$ cat config.mk
export PLATFORM = sky130hd
export DESIGN_NAME = decode_stage_nway
export DESIGN_NICKNAME = d
export VERILOG_FILES = /design/src/rtl/sys_defs.sv /design/src/rtl/decode_lane.sv /design/src/rtl/decode_stage_nway.sv
export SDC_FILE = /design/constraint.sdc
export NUM_CORES = 1
export LEC_CHECK = 0
export ABC_CLOCK_PERIOD_IN_PS = 21600
export CAP_MARGIN = 5
export CORE_AREA = 2 2 206 208
export DETAILED_ROUTE_END_ITERATION = 8
export DIE_AREA = 0 0 208 210
export GPL_ROUTABILITY_DRIVEN = 0
export GPL_TIMING_DRIVEN = 0
export PLACE_DENSITY = 0.72
export SYNTH_ARGS = -nofsm -noshare
export SYNTH_HDL_FRONTEND = slang
export SYNTH_SLANG_ARGS = --single-unit
export TNS_END_PERCENT = 20
$ cat constraint.sdc
create_clock -name clock -period 21.6 [get_ports clock]
set_input_delay 4.32 -clock clock [delete_from_list [all_inputs] [get_ports clock]]
set_output_delay 4.32 -clock clock [all_outputs]
set_load 0.03 [all_outputs]
$ cat src/rtl/sys_defs.sv
//------------------------------------------------------------------------------
// Module   : sys_defs
// Brief    : Shared types and constants for the RV32IM decode stage.
// Revision : 1.0
//------------------------------------------------------------------------------
`default_nettype none

package sys_defs;

   localparam int ARF_W = 5;
   localparam int PC_W  = 32;

   localparam logic [ARF_W-1:0] ZERO_REG = '0;
   localparam logic             TRUE     = 1'b1;
   localparam logic             FALSE    = 1'b0;

   localparam logic [6:0] RV32_LUI    = 7'b0110111;
   localparam logic [6:0] RV32_AUIPC  = 7'b0010111;
   localparam logic [6:0] RV32_JAL    = 7'b1101111;
   localparam logic [6:0] RV32_JALR   = 7'b1100111;
   localparam logic [6:0] RV32_BRANCH = 7'b1100011;
   localparam logic [6:0] RV32_LOAD   = 7'b0000011;
   localparam logic [6:0] RV32_STORE  = 7'b0100011;
   localparam logic [6:0] RV32_OPIMM  = 7'b0010011;
   localparam logic [6:0] RV32_OP     = 7'b0110011;
   localparam logic [6:0] RV32_FENCE  = 7'b0001111;
   localparam logic [6:0] RV32_SYSTEM = 7'b1110011;
   localparam logic [31:0] RV32_WFI   = 32'h1050_0073;

   typedef enum logic [1:0] {
      OPA_IS_RS1, OPA_IS_NPC, OPA_IS_PC, OPA_IS_ZERO
   } ALU_OPA_SELECT;

   typedef enum logic [2:0] {
      OPB_IS_RS2, OPB_IS_I_IMM, OPB_IS_S_IMM, OPB_IS_B_IMM, OPB_IS_U_IMM, OPB_IS_J_IMM
   } ALU_OPB_SELECT;

   typedef enum logic [0:0] {
      DEST_NONE, DEST_RD
   } DEST_REG_SEL;

   typedef enum logic [4:0] {
      ALU_ADD, ALU_SUB, ALU_SLT, ALU_SLTU, ALU_AND, ALU_OR, ALU_XOR, ALU_SLL,
      ALU_SRL, ALU_SRA, ALU_MUL, ALU_MULH, ALU_MULHSU, ALU_MULHU, ALU_DIV,
      ALU_DIVU, ALU_REM, ALU_REMU
   } ALU_FUNC;

   typedef struct packed {
      logic [PC_W-1:0]  pc;
      logic [31:0]      inst;
      logic [ARF_W-1:0] op1_arn;
      logic [ARF_W-1:0] op2_arn;
      logic [ARF_W-1:0] dest_arn;
      logic             use_opa_arn;
      logic             use_opb_arn;
      ALU_OPA_SELECT    opa_select;
      ALU_OPB_SELECT    opb_select;
      DEST_REG_SEL      dest_select;
      ALU_FUNC          alu_func;
      logic             rd_mem;
      logic             wr_mem;
      logic             cond_branch;
      logic             uncond_branch;
      logic             csr_op;
      logic             halt;
      logic             illegal;
   } ID_PACKET;

endpackage

`default_nettype wire

$ cat src/rtl/decode_lane.sv
//------------------------------------------------------------------------------
// Module   : decode_lane
// Brief    : Combinational single-instruction RV32IM decoder (pc left zero).
// Revision : 1.0
//------------------------------------------------------------------------------
`default_nettype none

module decode_lane
   import sys_defs::*;
(
   input  logic [31:0] i_inst,
   input  logic        i_valid,
   output ID_PACKET    o_pkt
);

   logic [6:0] w_opc;
   logic [2:0] w_f3;
   logic [6:0] w_f7;

   assign w_opc = i_inst[6:0];
   assign w_f3  = i_inst[14:12];
   assign w_f7  = i_inst[31:25];

   always_comb begin
      o_pkt = '0;
      if (i_valid) begin
         o_pkt.inst        = i_inst;
         o_pkt.op1_arn     = i_inst[19:15];
         o_pkt.op2_arn     = i_inst[24:20];
         o_pkt.opa_select  = OPA_IS_RS1;
         o_pkt.opb_select  = OPB_IS_RS2;
         o_pkt.dest_select = DEST_NONE;
         o_pkt.alu_func    = ALU_ADD;
         o_pkt.illegal     = FALSE;
         case (w_opc)
            RV32_LUI: begin
               o_pkt.opa_select = OPA_IS_ZERO; o_pkt.opb_select = OPB_IS_U_IMM; o_pkt.dest_select = DEST_RD;
            end
            RV32_AUIPC: begin
               o_pkt.opa_select = OPA_IS_PC; o_pkt.opb_select = OPB_IS_U_IMM; o_pkt.dest_select = DEST_RD;
            end
            RV32_JAL: begin
               o_pkt.opa_select = OPA_IS_PC; o_pkt.opb_select = OPB_IS_J_IMM;
               o_pkt.dest_select = DEST_RD; o_pkt.uncond_branch = TRUE;
            end
            RV32_JALR: begin
               o_pkt.opb_select = OPB_IS_I_IMM; o_pkt.dest_select = DEST_RD;
               o_pkt.uncond_branch = TRUE; o_pkt.illegal = (w_f3 != 3'd0);
            end
            RV32_BRANCH: begin
               o_pkt.opa_select = OPA_IS_PC; o_pkt.opb_select = OPB_IS_B_IMM;
               o_pkt.illegal = (w_f3 == 3'd2) || (w_f3 == 3'd3);
               o_pkt.cond_branch = ~o_pkt.illegal;
            end
            RV32_LOAD: begin
               o_pkt.opb_select = OPB_IS_I_IMM; o_pkt.dest_select = DEST_RD; o_pkt.rd_mem = TRUE;
               o_pkt.illegal = (w_f3 == 3'd3) || (w_f3 > 3'd5);
            end
            RV32_STORE: begin
               o_pkt.opb_select = OPB_IS_S_IMM; o_pkt.wr_mem = TRUE; o_pkt.illegal = (w_f3 > 3'd2);
            end
            RV32_OPIMM: begin
               o_pkt.opb_select = OPB_IS_I_IMM; o_pkt.dest_select = DEST_RD;
               case (w_f3)
                  3'd0: o_pkt.alu_func = ALU_ADD;
                  3'd1: begin o_pkt.alu_func = ALU_SLL; o_pkt.illegal = (w_f7 != 7'h00); end
                  3'd2: o_pkt.alu_func = ALU_SLT;
                  3'd3: o_pkt.alu_func = ALU_SLTU;
                  3'd4: o_pkt.alu_func = ALU_XOR;
                  3'd5: begin
                     o_pkt.alu_func = (w_f7 == 7'h20) ? ALU_SRA : ALU_SRL;
                     o_pkt.illegal  = (w_f7 != 7'h00) && (w_f7 != 7'h20);
                  end
                  3'd6: o_pkt.alu_func = ALU_OR;
                  default: o_pkt.alu_func = ALU_AND;
               endcase
            end
            RV32_OP: begin
               o_pkt.dest_select = DEST_RD;
               case ({w_f7, w_f3})
                  {7'h00, 3'd0}: o_pkt.alu_func = ALU_ADD;
                  {7'h20, 3'd0}: o_pkt.alu_func = ALU_SUB;
                  {7'h00, 3'd1}: o_pkt.alu_func = ALU_SLL;
                  {7'h00, 3'd2}: o_pkt.alu_func = ALU_SLT;
                  {7'h00, 3'd3}: o_pkt.alu_func = ALU_SLTU;
                  {7'h00, 3'd4}: o_pkt.alu_func = ALU_XOR;
                  {7'h00, 3'd5}: o_pkt.alu_func = ALU_SRL;
                  {7'h20, 3'd5}: o_pkt.alu_func = ALU_SRA;
                  {7'h00, 3'd6}: o_pkt.alu_func = ALU_OR;
                  {7'h00, 3'd7}: o_pkt.alu_func = ALU_AND;
                  {7'h01, 3'd0}: o_pkt.alu_func = ALU_MUL;
                  {7'h01, 3'd1}: o_pkt.alu_func = ALU_MULH;
                  {7'h01, 3'd2}: o_pkt.alu_func = ALU_MULHSU;
                  {7'h01, 3'd3}: o_pkt.alu_func = ALU_MULHU;
                  {7'h01, 3'd4}: o_pkt.alu_func = ALU_DIV;
                  {7'h01, 3'd5}: o_pkt.alu_func = ALU_DIVU;
                  {7'h01, 3'd6}: o_pkt.alu_func = ALU_REM;
                  {7'h01, 3'd7}: o_pkt.alu_func = ALU_REMU;
                  default:       o_pkt.illegal  = TRUE;
               endcase
            end
            RV32_FENCE: o_pkt.opa_select = OPA_IS_ZERO;
            RV32_SYSTEM: begin
               if (i_inst == RV32_WFI) begin
                  o_pkt.halt = TRUE;
               end else if ((w_f3 != 3'd0) && (w_f3 != 3'd4)) begin
                  // Immediate CSR forms (funct3[2]) take no register operand.
                  o_pkt.csr_op      = TRUE;
                  o_pkt.dest_select = DEST_RD;
                  o_pkt.opa_select  = w_f3[2] ? OPA_IS_ZERO : OPA_IS_RS1;
               end else begin
                  o_pkt.illegal = TRUE;
               end
            end
            default: o_pkt.illegal = TRUE;
         endcase
         o_pkt.dest_arn    = (o_pkt.dest_select == DEST_RD && !o_pkt.illegal) ? i_inst[11:7] : ZERO_REG;
         o_pkt.use_opa_arn = ((o_pkt.opa_select == OPA_IS_RS1) & ~o_pkt.illegal & ~o_pkt.halt)
                             | o_pkt.cond_branch;
         o_pkt.use_opb_arn = ((o_pkt.opb_select == OPB_IS_RS2) & ~o_pkt.illegal & ~o_pkt.halt)
                             | o_pkt.cond_branch | o_pkt.wr_mem;
      end
   end

endmodule

`default_nettype wire

$ cat src/rtl/decode_stage_nway.sv
//------------------------------------------------------------------------------
// Module   : decode_stage_nway
// Brief    : N-way in-order decode stage: group formation + stallable register.
// Revision : 1.0
//------------------------------------------------------------------------------
`default_nettype none

module decode_stage_nway
   import sys_defs::*;
#(
   parameter int WAY       = 3,
   parameter int ARF_WIDTH = 5,
   parameter int PC_WIDTH  = 32,
   parameter int CNT_WIDTH = $clog2(WAY + 1)
) (
   input  logic                          clock,
   input  logic                          reset,
   input  logic [WAY-1:0][31:0]          if_inst,
   input  logic [WAY-1:0][PC_WIDTH-1:0]  if_pc,
   input  logic [WAY-1:0]                if_valid,
   output logic [CNT_WIDTH-1:0]          if_accept_cnt,
   input  logic                          dp_stall,
   input  logic                          flush,
   output ID_PACKET [WAY-1:0]            id_packet,
   output logic [WAY-1:0]                id_valid,
   output logic                          id_halted,
   output logic [31:0]                   id_decoded_cnt
);

   ID_PACKET              w_lane [WAY];
   logic [WAY-1:0]        w_cut;
   logic [WAY-1:0]        w_take;
   logic [CNT_WIDTH-1:0]  w_accept;
   logic                  w_take_halt;
   logic                  w_load_en;
   logic                  w_form_en;

   ID_PACKET [WAY-1:0]    r_pkt;
   logic [WAY-1:0]        r_valid;
   logic                  r_halted;
   logic [31:0]           r_cnt;

   generate
      for (genvar gi = 0; gi < WAY; gi++) begin : g_lane
         decode_lane u_lane (
            .i_inst  (if_inst[gi]),
            .i_valid (if_valid[gi]),
            .o_pkt   (w_lane[gi])
         );
         if (gi == 0) begin : g_first
            assign w_cut[gi] = 1'b0;
         end else begin : g_rest
            // A CSR must sit alone; a halt or illegal lane closes the group.
            assign w_cut[gi] = w_lane[gi].csr_op | w_lane[gi-1].csr_op
                             | w_lane[gi-1].halt | w_lane[gi-1].illegal;
         end
      end
   endgenerate

   assign w_load_en = ~dp_stall | ~(|r_valid);
   assign w_form_en = w_load_en & ~r_halted & ~flush & ~reset;

   always_comb begin
      logic w_go;
      w_go        = w_form_en;
      w_take      = '0;
      w_accept    = '0;
      w_take_halt = 1'b0;
      for (int i = 0; i < WAY; i++) begin
         w_go      = w_go & if_valid[i] & ~w_cut[i];
         w_take[i] = w_go;
         if (w_go) begin
            w_accept    = w_accept + CNT_WIDTH'(1);
            w_take_halt = w_take_halt | w_lane[i].halt;
         end
      end
   end

   always_ff @(posedge clock or posedge reset) begin
      if (reset) begin
         r_pkt    <= '0;
         r_valid  <= '0;
         r_halted <= 1'b0;
         r_cnt    <= '0;
      end else if (flush) begin
         r_pkt    <= '0;
         r_valid  <= '0;
         r_halted <= 1'b0;
         r_cnt    <= '0;
      end else begin
         r_cnt <= r_cnt + 32'(w_accept);
         if (w_load_en) begin
            for (int i = 0; i < WAY; i++) begin
               if (w_take[i]) begin
                  r_pkt[i]    <= w_lane[i];
                  r_pkt[i].pc <= if_pc[i];
               end else begin
                  r_pkt[i]    <= '0;
               end
            end
            r_valid <= w_take;
         end
         if (w_take_halt) begin
            r_halted <= 1'b1;
         end
      end
   end

   assign if_accept_cnt  = w_accept;
   assign id_packet      = r_pkt;
   assign id_valid       = r_valid;
   assign id_halted      = r_halted;
   assign id_decoded_cnt = r_cnt;

endmodule

`default_nettype wire
==> metrics, run 1 <==
IO Count=534; Max clock buf depth=3; htree depth=2; Synth top area share=56.2%; post-synthesis net count=1,455; top-count cell post-synth=dfrtp_1; CTS resizes=0; Fin Setup TNS=0 ns; first-pass GRT wire length=78,100 um; Synth Instances=1,251; root buf cell=clkbuf_16; core box area=0.0415 mm2; CTS tree=done; Post-DP HPWL=39,000 um; Setup Viol. Count Final=0; asr flop ratio synth=100%; max_cap viols=0; Largest delay share family, worst path=buffers and inverters; gr ovfl total=0; CTS buffer count=37; largest stage delay on the critical path=0.81 ns; Routed Antenna Nets=0; worst hold path stage count=2; Total GRT Usage=23.0%; hold path startpoint=id_packet[1]$_DFFE_PP0P_; post-route setup slack=8.91 ns; Psw=310 uW; I/O Buffers=522; Hold Slack=0.471 ns; Synth area leaders=dfrtp_1 (56%), a22o_1 (14%), nand2_1 (3.3%); clock share of power=46.2%; Worst setup SP type=input port; Worst-path clk slew=0.05 ns; status=completed; dominant cell type by area after synthesis=dfrtp_1; R2R cell count=14; DR WL/cell=21.8 um; Setup WS pre-CTS=8.97 ns; starting density of the core=32.5%; layout cells sized above 1=6.58%; vias in the first global route=12,700; Setup Skew=0.00855 ns; Worst EP arrival=8.37 ns; largest net degree at the start of global routing=124; combinational fraction of design power=9.2%; Post-CTS Setup Bufs=0; num rows=75; die area=0.0437 mm2; flop2flop setup slack=16.09 ns; crit path cell chain=clkdlybuf4s50_1 > clkbuf_1 > nand2_1 > a2111oi_0 > nor3_1 > o311a_1 > o2111ai_1 > buf_2 > xnor2_1 > clkdlybuf4s50_1; share of power burned in registers=44.5%; Die Height=210 um; peak supply drop=0.0000441 V; predominant post-synthesis flop cell=dfrtp_1; Tmin final=12.69 ns; FMAX=0.0788 GHz; period utilization=58.8%; Iteration-0 DRC Markers=1,114; CP most frequent cell=clkdlybuf4s50_1; CP max stage cell=o2111ai_1; initial antenna violation count=3; fill count=3,772; Layout area overhead=52.8%; r2r endpoint=id_decoded_cnt[31]$_DFF_PP0_; Hold EP=id_packet[1]$_DFFE_PP0P_; Nets=2,018; CP Max Fanout=10; WP buf/inv=4; drt total wl=51,700 um; R2R Path Start=id_valid[1]$_DFFE_PP0P_; Hold Vio Cnt, Final=0; Ys Warns=0; nature of the critical path endpoint=primary output; Slew headroom=29.8%; measured slew at the worst slew-check pin=1.04 ns; vias per std cell=5.31; die width=208 um; post-synthesis area per instance=10.8 um2; Worst EP required=17.28 ns; internal power=980 uW; #FFs+latches synth=303; leakage dissipation=8.88 nW; CTS Hold Bufs=0; routed vias=12,600; distinct cell type count after synthesis=72; DRC=0; register area share after synthesis=56.2%; Final Max Slew Viols=0; unrepaired setup endpoints after global routing=false; Hold WC Path Type=register to register; number of flops mapped to enable cells by yosys=0; CTS sink cnt=303; switch share=24.1%; Synth top cells by count=dfrtp_1 (303), a22o_1 (215), nand2_1 (117); drt pass-1 iters=6; pwr dens=62.6 mW/mm2; Setup Crit Path Kind=input port to primary output; Worst-Skew Late Latency=0.53 ns; Post-Syn Area=0.0135 mm2
==> kinds of logic (layout without fill, tap and decap cells) <==
kind of cell / Yosys count / in the layout / share of synthesized area (%)
AOI/OAI and AO/OA: 393 / 393 / 22.5
other: 0 / 1 / 0
DFF: 303 / 303 / 56.2
and+or+nand+nor: 372 / 372 / 13.5
buffers and inverters: 143 / 730 / 4.97
muxes: 1 / 1 / 0.0741
adders and majority gates: 5 / 5 / 0.519
xor gates and xnor gates: 34 / 34 / 2.21
==> layout make-up <==
class	instances	area (um2)	area share (%)
inverters	20	82.6	0.400
clock buffers	54	1110	5.38
plain buffers	123	596	2.89
diodes	1	2.50	0.0121
repair buffers	524	5280	25.6
clock inverters	9	53.8	0.261
well taps	539	674	3.27
multi-input cells	805	5250	25.4
flip-flops and latches	303	7580	36.8
==> metal layers <==
| layer | wire length, um | part of all wire (%) | up-vias | global-route usage, % |
|---|---|---|---|---|
| met5 | 20 | 0.039 | - | 0 |
| met4 | 1380 | 2.7 | 4 | 7.70 |
| met3 | 3510 | 6.8 | 87 | 5.24 |
| met2 | 24800 | 48 | 557 | 37.4 |
| met1 | 22100 | 43 | 6283 | 30.4 |
| li1 | - | - | 5705 | - |
==> worst max path at each step <==
stage,from,to,slack [ns],cells after the start
after floorplan,reset,id_decoded_cnt[0]$_DFF_PP0_,8.91,1
after global placement,reset,id_packet[174]$_DFFE_PP0P_,4.98,2
after detailed placement,if_inst[14],if_accept_cnt[0],8.97,10
after CTS,if_inst[14],if_accept_cnt[0],8.95,10
after global routing,if_inst[26],if_accept_cnt[1],8.67,9
final,if_inst[14],if_accept_cnt[0],8.91,10
==> tightest hold or removal path, cell delays in order, from the launching register on <==
cell and delay [ns]:
dfrtp_1 0.34, nand2_1 0.05, nand2_1 0.05
==> cells in the final DEF (no fill, tap or decap), types with 4 or more instances in the layout <==
cell / instances
a2111oi_0: 4
a211oi_1: 4
a21boi_0: 4
a21o_1: 5
a21oi_1: 32
a22o_1: 215
a31oi_1: 4
a32o_1: 5
and2_1: 8
and3_1: 13
buf_2: 17
buf_4: 30
clkbuf_1: 81
clkbuf_16: 37
clkbuf_8: 12
clkdlybuf4s50_1: 522
clkinv_2: 7
dfrtp_1: 303
ha_1: 4
inv_1: 17
nand2_1: 117
nand2b_1: 12
nand3_1: 34
nand4_1: 13
nor2_1: 96
nor2b_1: 10
nor3_1: 17
nor3b_1: 4
nor4_1: 19
nor4bb_1: 4
o21a_1: 4
o21ai_0: 47
o21ai_1: 23
o22ai_1: 5
o31ai_1: 11
xnor2_1: 13
xor2_1: 21
==> flip-flops by register name, summed over array words and instances (netlist names) <==
name	flops
id_decoded_cnt	32
id_packet	267
id_valid	3
id_halted	1
==> power groups by stage <==
| stage | sequential, mW | clock, mW | combinational (mW) |
|---|---|---|---|
| CTS | 0.575 | 0.611 | 0.120 |
| detailed placement | 0.585 | 0 | 0.119 |
| global route | 0.575 | 0.634 | 0.128 |
| floorplan | 0.593 | 0 | 0.0425 |
| finish | 0.575 | 0.597 | 0.119 |
| global placement | 0.585 | 0 | 0.116 |
==> stage by stage <==
stage | instance area (um2) | utilization (%) | total power [mW] | cells
finish | 20600 | 49.7 | 1.29 | 2378
global route | 20600 | 49.7 | 1.34 | 2378
CTS | 20600 | 49.7 | 1.31 | 2377
detailed placement | 19500 | 46.9 | 0.704 | 2314
global placement | 19400 | 46.8 | 0.701 | 2312
floorplan | 13500 | - | 0.635 | 1251
Note: power is estimated with default switching activity, not from simulation.
==> run 2: changes to the inputs <==
--- a/config.mk
+++ b/config.mk
@@ -5,11 +5,11 @@
 export SDC_FILE = /design/constraint.sdc
 export NUM_CORES = 1
 export LEC_CHECK = 0
-export ABC_CLOCK_PERIOD_IN_PS = 21600
+export ABC_CLOCK_PERIOD_IN_PS = 10440
 export CAP_MARGIN = 5
-export CORE_AREA = 2 2 206 208
+export CORE_AREA = 2 2 210 212
 export DETAILED_ROUTE_END_ITERATION = 8
-export DIE_AREA = 0 0 208 210
+export DIE_AREA = 0 0 212 214
 export GPL_ROUTABILITY_DRIVEN = 0
 export GPL_TIMING_DRIVEN = 0
 export PLACE_DENSITY = 0.72
==> constraint.sdc (replaced) <==
create_clock -name clock -period 10.44 [get_ports clock]
set_input_delay 2.088 -clock clock [delete_from_list [all_inputs] [get_ports clock]]
set_output_delay 2.088 -clock clock [all_outputs]
set_load 0.03 [all_outputs]
==> run 2 against run 1 <==
  * Design area up 0.40%
  * Worst setup slack worse by 6.9 ns
  * Via count about the same
  * Register-to-register slack worse by 11 ns
  * Sequential power up 110%
  * Critical path type unchanged
  * Largest power group is now registers
==> metrics, run 2 (same netlist as run 1, synthesis figures left out) <==
peak supply drop=0.0000889 V; gr ovfl total=0; Iteration-0 DRC Markers=931; vias in the first global route=12,700; layout cells sized above 1=6.46%; CTS tree=done; Worst-Skew Late Latency=0.54 ns; htree depth=2; share of power burned in registers=45.7%; Tmin final=8.39 ns; FMAX=0.119 GHz; largest stage delay on the critical path=0.74 ns; Setup Crit Path Kind=input port to primary output; nature of the critical path endpoint=primary output; dpl cells=2,367; die area=0.0454 mm2; WL met2=25,500 um; DR WL/cell=21.8 um; largest net degree at the start of global routing=43; met3 wire len=4380 um; Post-DP HPWL=40,400 um; Die Height=214 um; routed vias=12,600; drt pass-1 iters=8; Worst EP required=8.35 ns; Nets=2,025; period utilization=80.3%; Hold Vio Cnt, Final=0; CP Max Fanout=10; I/O Buffers=522; internal power=1.97 mW; num rows=76; combinational fraction of design power=9.7%; status=completed; max reg flops=267; non-filler cells, final=2,428; unrepaired setup endpoints after global routing=false; pwr dens=126 mW/mm2; IO Count=534; CTS Hold Bufs=0; Final Max Slew Viols=0; Worst setup SP type=input port; clock share of power=44.6%; most common library cell in the layout ignoring fill and taps=clkdlybuf4s50_1; Finished Core Util=48.3%; Hold Slack=0.463 ns; Setup Skew=0.0129 ns; leakage dissipation=8.86 nW; measured slew at the worst slew-check pin=1.08 ns; DR top layer=met5; post-route setup slack=2.05 ns; max_cap viols=0; CP max stage cell=clkdlybuf4s50_1; Routed Antenna Nets=0; initial antenna violation count=3; CTS buffer count=37; crit path cell chain=clkdlybuf4s50_1 > nor4_1 > nand2b_1 > nor3b_1 > o311a_1 > o2111ai_1 > buf_2 > xnor2_1 > clkdlybuf4s50_1; drt total wl=52,900 um; die width=212 um; Layout area overhead=53.4%; vias per std cell=5.21; starting density of the core=31.5%; Setup WS pre-CTS=1.99 ns; most frequent cells in the layout=clkdlybuf4s50_1 (522), dfrtp_1 (303), a22o_1 (215), nand2_1 (117), nor2_1 (96); Psw=636 uW; DRC=0; core box area=0.0429 mm2; CTS sink cnt=303; met1 WL=21,300 um; Max clock buf depth=3; first-pass GRT wire length=79,600 um; CTS resizes=0; Worst EP arrival=6.30 ns; switch share=24.4%; Post-CTS Setup Bufs=0; Setup Viol. Count Final=0; Fin Setup TNS=0 ns; Total GRT Usage=22.8%; Hold WC Path Type=register to register; Slew headroom=28.0%; CP most frequent cell=clkdlybuf4s50_1; root buf cell=clkbuf_16; Worst-path clk slew=0.06 ns
[run 2: cell types whose count changed in the layout (fill, tap and decap cells not counted), moves of 2 or more]
cell        change
clkbuf_1        +5
clkinvlp_4      +3
inv_8           -2
buf_12          +8
clkbuf_8        -9
[run 2: through the flow]
step | instance area (um2) | power [mW]
after floorplan | 13500 | 1.32
after global placement | 19500 | 1.45
after detailed placement | 19600 | 1.46
after CTS | 20700 | 2.63
after global routing | 20700 | 2.70
final | 20700 | 2.60
[run 2: cell type report]
type	instances	area [um2]
tap	585	732
timing repair buffer	531	5410
sequential	303	7580
buffer	123	596
multi-input combinational	805	5250
clock buffer	50	1000
inverter	20	78.8
antenna	2	5.00
fill	3906	22200
clock inverter	9	52.6
[run 2: critical path, delay by kind of cell]
| family | cells | cell delay (ns) |
|---|---|---|
| AOI/OAI and AO/OA | 2 | 1.03 |
| xor gates and xnor gates | 1 | 0.33 |
| buffers and inverters | 3 | 1.60 |
| and+or+nand+nor | 3 | 1.24 |
[run 2: routing by layer]
metal / vias to the layer above / global-route usage (%)
li1: 5731 / -
met4: 2 / 7.86
met3: 106 / 6.11
met1: 6229 / 28.3
met2: 578 / 38.2
met5: - / 0
[run 2: worst paths after layout]
kind	startpoint	endpoint	slack, ns	cells past startpoint
min in group asynchronous	reset	id_packet[14]$_DFFE_PP0P_	1.98	2
worst max register to register	id_valid[1]$_DFFE_PP0P_	id_decoded_cnt[30]$_DFF_PP0_	4.76	16
worst max-delay path	if_inst[26]	if_accept_cnt[0]	2.05	9
worst min register to register	id_packet[205]$_DFFE_PP0P_	id_packet[205]$_DFFE_PP0P_	0.46	2
max in group asynchronous	reset	id_packet[235]$_DFFE_PP0P_	7.34	5
worst min-delay path	id_packet[205]$_DFFE_PP0P_	id_packet[205]$_DFFE_PP0P_	0.46	2
[run 2: power groups by stage]
stage	Combinational, mW	Sequential [mW]	Clock [mW]
3_3_place_gp	0.239	1.21	0
6_report	0.252	1.19	1.16
4_1_cts	0.253	1.19	1.19
3_5_place_dp	0.252	1.21	0
5_1_grt	0.272	1.19	1.24
2_1_floorplan	0.0881	1.23	0
